## config.mk

```make
export PLATFORM = sky130hd
export DESIGN_NAME = lzw_code_packer
export DESIGN_NICKNAME = d
export VERILOG_FILES = /design/src/rtl/lzw_code_packer.sv
export SDC_FILE = /design/constraint.sdc
export NUM_CORES = 1
export LEC_CHECK = 0
export CORE_UTILIZATION = 58
export CTS_CLUSTER_SIZE = 8
export DETAILED_ROUTE_END_ITERATION = 6
export PLACE_DENSITY_LB_ADDON = 0.08
export SLEW_MARGIN = 20
export SYNTH_ARGS = -nofsm -noshare
export SYNTH_HDL_FRONTEND = slang
export SYNTH_SLANG_ARGS = --single-unit
```

## constraint.sdc

```tcl
create_clock -name clk -period 4 [get_ports clk]
set_clock_uncertainty 0.2 [all_clocks]
set_input_delay 0.8 -clock clk [delete_from_list [all_inputs] [get_ports clk]]
set_output_delay 0.8 -clock clk [all_outputs]
set_load 0.005 [all_outputs]
```

## src/rtl/lzw_code_packer.sv

```systemverilog
// Packs fixed-width LZW codes MSB-first into a continuous bitstream of OUT_WIDTH-bit words.
// An end-of-stream flush drains residual bits zero-padded and pulses flush_done.
module lzw_code_packer #(
  parameter int CODE_WIDTH = 11,
  parameter int OUT_WIDTH  = 8
) (
  input  logic                  clk,
  input  logic                  rst,
  input  logic [CODE_WIDTH-1:0] code_in,
  input  logic                  code_valid,
  output logic                  code_ready,
  input  logic                  flush,
  output logic [OUT_WIDTH-1:0]  byte_out,
  output logic                  byte_valid,
  input  logic                  byte_ready,
  output logic                  flush_done
);

  localparam int ACC_W = CODE_WIDTH + OUT_WIDTH - 1;
  localparam int CNT_W = $clog2(ACC_W + 1);
  localparam logic [CNT_W-1:0] OUT_CNT  = CNT_W'(OUT_WIDTH);
  localparam logic [CNT_W-1:0] CODE_CNT = CNT_W'(CODE_WIDTH);

  typedef enum logic [1:0] {
    RUN   = 2'd0,
    DRAIN = 2'd1,
    DONE  = 2'd2
  } state_t;

  // state is kept as a named signal so checkers can bind to it directly.
  state_t state;
  state_t next_state;

  logic [ACC_W-1:0] acc;
  logic [CNT_W-1:0] cnt;
  logic             push;
  logic             pop;

  // Handshake: a transfer happens on a rising edge where valid && ready are both high.
  // code side: the producer holds code_in stable until code_ready is seen.
  // byte side: byte_out/byte_valid come from registers only and hold while !byte_ready.
  assign push     = code_valid && code_ready;
  assign pop      = byte_valid && byte_ready;
  assign byte_out = acc[ACC_W-1 -: OUT_WIDTH];

  always_comb begin
    code_ready = 1'b0;
    byte_valid = 1'b0;
    flush_done = 1'b0;
    next_state = state;
    case (state)
      RUN: begin
        code_ready = (cnt < OUT_CNT);
        byte_valid = (cnt >= OUT_CNT);
        if (flush) next_state = DRAIN;
      end
      DRAIN: begin
        byte_valid = (cnt != '0);
        if (cnt == '0) begin
          next_state = DONE;
        end else if (byte_ready && (cnt <= OUT_CNT)) begin
          next_state = DONE;
        end
      end
      DONE: begin
        flush_done = 1'b1;
        next_state = RUN;
      end
      default: next_state = RUN;
    endcase
  end

  always_ff @(posedge clk or posedge rst) begin
    if (rst) begin
      state <= RUN;
    end else begin
      state <= next_state;
    end
  end

  // Bits below the valid region are always zero, so a push can OR the
  // right-shifted code into place instead of using a variable part-select.
  always_ff @(posedge clk or posedge rst) begin
    if (rst) begin
      acc <= '0;
      cnt <= '0;
    end else if (push) begin
      acc <= acc | ({code_in, {(OUT_WIDTH-1){1'b0}}} >> cnt);
      cnt <= cnt + CODE_CNT;
    end else if (pop) begin
      acc <= acc << OUT_WIDTH;
      cnt <= (cnt > OUT_CNT) ? (cnt - OUT_CNT) : '0;
    end
  end

endmodule
```

==> flow_summary.toml <==
[run_status]
status = "finished, violations left"
violations = "DRC"

[routing]
firstDrtPassIters = 6
drc = 3
ant_nets = 0
wl_mm = 4.09
vias = 1444
wl_per_cell_um = 18.6
drtIter0Drc = 74
via_per_inst = 6.56

[placed_design]
dp_hpwl_mm = 3.06
gp_routability_congestion = 0.889
portBuffers = 26
dp_slack_ns = 1.06
dpl_cell_area_mm2 = 0.00198

[power]
total_power_mw = 1.53
p_leak_nw = 0.787
vdd_drop_max_uv = 453
power_density_mw_per_mm2 = 762

[synth]
syn_inst = 177
syn-num-nets = 194
synth_edf_count = 0
synth_cell_types = 49
async_flop_share_pct = 100
synth_commonest_cells = "dfrtp_1 (25), a21oi_1 (13), nor2_1 (12), mux4_2 (10)"
synth.largest_area_cell = "dfrtp_1"
yosysMostFrequentCell = "dfrtp_1"
synth_top_area_share_pct = 34.8
synth-seq-cells = 25
ys_seq_area_share_pct = 34.8
synth_area_leaders = "dfrtp_1 (35%), mux4_2 (13%), mux2_2 (3.8%)"
synth_ff_type = "dfrtp_1"
syn_area_mm2 = 0.00180
avgSynthCellArea_um2 = 10.1
yosysWarnings = 0

[final_layout]
antenna_cells = 0
fill_cells = 226
drive_above_1_share_pct = 14.8
postLayoutCellArea_mm2 = 0.00201
fin_nets = 207
area_growth_pct = 11.7

[timing]
setup_ws_ns = 0.688
min_period_over_period_pct = 82.8
report.final.setup_viol = 0
slew_viol_final = 0
tns_ns = 0
max_slew_margin_pct = 36.1
fmax_ghz = 0.302
whs_ns = 0.326
rsz0062_at_grt = "false"
timing.final.hold_violations = 0
worst_pin_slew_ns = 0.958
fin_crit_ns = 3.31

[global_routing]
first_global_vias = 1361
antenna_found_initial = 0
grt_pass1_wl_mm = 6.78
grt_max_degree = 26
grtUsageTotal_pct = 26.8
grt-ovfl-total = 0

[worst_setup_path]
arrival_ns = 2.31
crit_required_ns = 3.00
crit_fanout = 23
ff2ff_path_depth = 5
critical_path_class = "reg -> out"
r2r_start = "cnt[2]"
worst_r2r_endpoint = "cnt[3]"
cp-start-kind = "register"
end_kind = "primary output"
ff2ff_setup_slack_ns = 1.56

[die]
floorplan.die_area_mm2 = 0.00332
die-height_um = 57.6
initial_core_util_pct = 62.9
rows = 19
core_area_mm2 = 0.00285
boundaryPins = 27
die_width_um = 57.6

[run]
maxCapViolations = 0

[clocking]
postCtsSetupRepairBufs = 0
clk_pin_slew_ns = 0.15
clk-insertion-delay-late_ns = 0.31
clock-root-buffer = "clkbuf_4"
holdBufCountCts = 0
cts_resized = 0
clockBufferDepth = 2
cts_max_level = 1
cts_made_buffers = 3
clock-sinks = 25
cts_tree = "yes"

[worst_hold_path]
hold_end = "acc[2]"
worstHoldPathType = "reg -> reg"
min_path_cells = 1
hp-start = "acc[2]"
[worst max-delay path, stage by stage (launching register included)]
cell and delay [ns]:
dfrtp_1 0.87, nor2b_1 0.10, o22a_1 0.32, inv_2 0.18, clkdlybuf4s50_1 0.53
[per-layer routing]
metal,GRT usage (%),part of all wire (%),vias to the layer above
met3,3.79,6.6,4
met1,42.4,46,695
met2,39.4,46,58
met5,0,0,-
li1,-,-,687
met4,5.92,0.61,0
[final cells by class]
| type | instances | area [µm²] | area share, % |
|---|---|---|---|
| repair buffers | 28 | 275 | 13.7 |
| clock inverters | 1 | 5.00 | 0.250 |
| inverters | 7 | 26.3 | 1.31 |
| well taps | 31 | 38.8 | 1.93 |
| multi-input cells | 125 | 1010 | 50.5 |
| flip-flops and latches | 25 | 626 | 31.2 |
| clock buffers | 3 | 22.5 | 1.12 |
[report_power, final]
group	internal, mW	switching (mW)	leakage, nW
registers	0.358	0.123	0.320
logic	0.461	0.470	0.450
clock network	0.0373	0.0776	0.0177
[sequential cells by signal (all words and copies together) (netlist names)]
name / flops
acc: 18
cnt: 5
state: 2
[cells in the final DEF, fill, tap and decap left out, types with 2 or more instances in the layout]
master and n:
mux4_2 10, a211oi_1 4, a22o_1 3, o2bb2ai_1 2
a2bb2oi_1 2, nand2_1 5, inv_1 5, nor2b_1 4
nor2_1 12, dfrtp_1 25, mux2_2 6, o21ai_0 9
o311ai_0 2, o31ai_1 3, nand3_1 7, nor3_1 7
buf_4 2, clkdlybuf4s50_1 26, clkbuf_4 3, nand2b_1 2
a2111oi_2 2, a21oi_1 13, and2_1 3, mux2i_1 6
o21a_1 2
[worst max-delay path by stage]
stage / to / start / depth (start not counted) / slack, ns
6_report: byte_valid / cnt[2] / 4 / 0.69
5_1_grt: byte_valid / cnt[2] / 4 / 0.57
2_1_floorplan: byte_valid / cnt[0] / 7 / 1.41
3_3_place_gp: byte_valid / cnt[2] / 4 / 1.11
4_1_cts: byte_valid / cnt[2] / 4 / 0.71
3_5_place_dp: byte_valid / cnt[2] / 4 / 1.06
[kinds of logic after synthesis]
kind of cell | count (synthesis) | synth area share (%)
compound gates | 51 | 19.8
fa+ha+maj | 2 | 1.25
buf+inv | 27 | 8.78
flops | 25 | 34.8
mux | 23 | 20.5
simple gates | 49 | 14.8
[through the flow]
stage	utilization (%)	cells
after floorplan	-	177
after global placement	69.3	216
after detailed placement	69.3	216
after CTS	70.3	220
after global routing	70.3	220
final	70.3	220
Note: power is estimated with default switching activity, not from simulation.
==> RTL change: new RTL, same flow settings <==
The 3 states of `state_t` get a one-hot encoding in 3 bits.
--- a/src/rtl/lzw_code_packer.sv
+++ b/src/rtl/lzw_code_packer.sv
@@ -23,6 +23,6 @@
 
-  typedef enum logic [1:0] {
-    RUN   = 2'd0,
-    DRAIN = 2'd1,
-    DONE  = 2'd2
+  typedef enum logic [2:0] {
+    RUN   = 3'b001,
+    DRAIN = 3'b010,
+    DONE  = 3'b100
   } state_t;
Behaviour: no difference found for any inputs over 10 cycles, from zero or initial values and one cycle with rst high; not proved beyond that.
==> RTL change against the unedited design <==
- worst hold slack worse by 0.033 ns
- clock power increased by 58%
- count of clock-buffer cells in the layout unchanged
- worst setup slack better by 0.059 ns
- cell area rose by 3.2%
- total power is 2.7% higher
- first-iteration DRC count is 68% higher
- sequential cell count increased by 1
- die area increased by 1.9%
- wire length increased by 2.4%
- area after synthesis increased by 2.0%
- register-to-register slack lost 0.26 ns
- via count rose by 9.6%
==> RTL change: results (changes against the unedited design) <==
largest net degree at the start of global routing - 28 (+7.7%)
clock network area share - 2.54% (+1.2 points)
synth unique cells - 44 (-10%)
share of layout cells above drive strength 1 - 8.76% (-6.1 points)
antenna-violating nets left - 0 (unchanged)
syn nets - 226 (+16%)
LEAKAGE - 0.000855 µW (+8.6%)
met3 Use GR - 2.23% (-1.6 points)
average wire per standard cell - 16.0 µm (-14%)
Met3 Wirelength - 230 µm (-14%)
Initial DRC Count - 124 (+68%)
GRT met2 Usage - 41.4% (+2.0 points)
Post-Syn Area - 0.00183 mm² (+2.0%)
status - finished, final reports clean
first-pass GRT wire length - 7070 µm (+4.3%)
Placement Cell Area - 0.00202 mm² (+2.0%)
met1 Resource Use GR - 41.7% (-0.74 points)
sequential cell area share - 31.5% (+0.31 points)
post-synthesis adder-cell area fraction - 0.683% (-0.57 points)
Slew Limit Headroom - 38.6% (+2.5 points)
proportion of synthesized area in mux cells - 17.3% (-3.1 points)
vias in the first global route - 1431 (+5.1%)
RePlAce Congestion - 0.948 (+6.6%)
cell depth of the worst hold path - 2 (+1)
complex-gate fraction of the synthesized area - 18.0% (-1.8 points)
seq_cells - 26 (+4.0%)
number of fill cells - 259 (+15%)
Post-Route WL - 4190 µm (+2.4%)
Logic inverters - 5 (-2)
CP peak stage delay - 0.71 ns (-0.16 ns)
Multi-Input Combinational - 154 (+23%)
switching share of power - 41.9% (-2.0 points)
placed insts - 257 (+19%)
biggest regs - acc x18, cnt x5, state x3
DRT Pass-1 Iters - 4 (-2)
sequential area share after synthesis - 35.6% (+0.74 points)
ranking of synthesized cells by area - dfrtp_1 (34%), mux2i_1 (8.7%), nand2_1 (5.7%)
nets - 235 (+14%)
dpl ws - 1.12 ns (+0.0528 ns)
Post-Route M1 WL - 2060 µm (+9.0%)
Data buffer area share - 13.3% (-0.42 points)
Multi-input gate area - 0.00102 mm² (+0.37%)
DR WL met2 - 1850 µm (-2.4%)
worst ir drop on vdd - 0.000424 V (-6.5%)
crit path from - cnt[2]$_DFFE_PP0P_
most frequent cells after synthesis - nand2_1 (28), dfrtp_1 (25), a21oi_1 (18), mux2i_1 (16), nor2_1 (16)
Register Area - 652 µm² (+4.2%)
hpwl dp - 3030 µm (-0.93%)
CP Max Fanout - 27 (+17%)
worst r2r dst - cnt[0]$_DFFE_PP0P_
[RTL change: how the worst min path moves through the flow]
stage                       startpoint                   to  slack, ns
finish              acc[7]$_DFFE_PP0P_  acc[15]$_DFFE_PP0P_       0.29
global route        acc[7]$_DFFE_PP0P_  acc[15]$_DFFE_PP0P_       0.32
CTS                 acc[7]$_DFFE_PP0P_  acc[15]$_DFFE_PP0P_       0.29
detailed placement  acc[7]$_DFFE_PP0P_  acc[15]$_DFFE_PP0P_       0.26
global placement    acc[7]$_DFFE_PP0P_  acc[15]$_DFFE_PP0P_       0.25
floorplan           acc[7]$_DFFE_PP0P_  acc[15]$_DFFE_PP0P_       0.24
[RTL change: power groups by stage]
stage	logic (µW)	registers (µW)	clock network [µW]
after floorplan	758	434	0
after global placement	858	509	0
after detailed placement	866	517	0
after CTS	875	511	184
after global routing	975	529	193
final	877	511	182
[RTL change: worst min-delay path: cells and delay by family, from the launching register on]
family / cells / cell delay (ns)
DFF: 1 / 0.38
and+or+nand+nor: 2 / 0.10
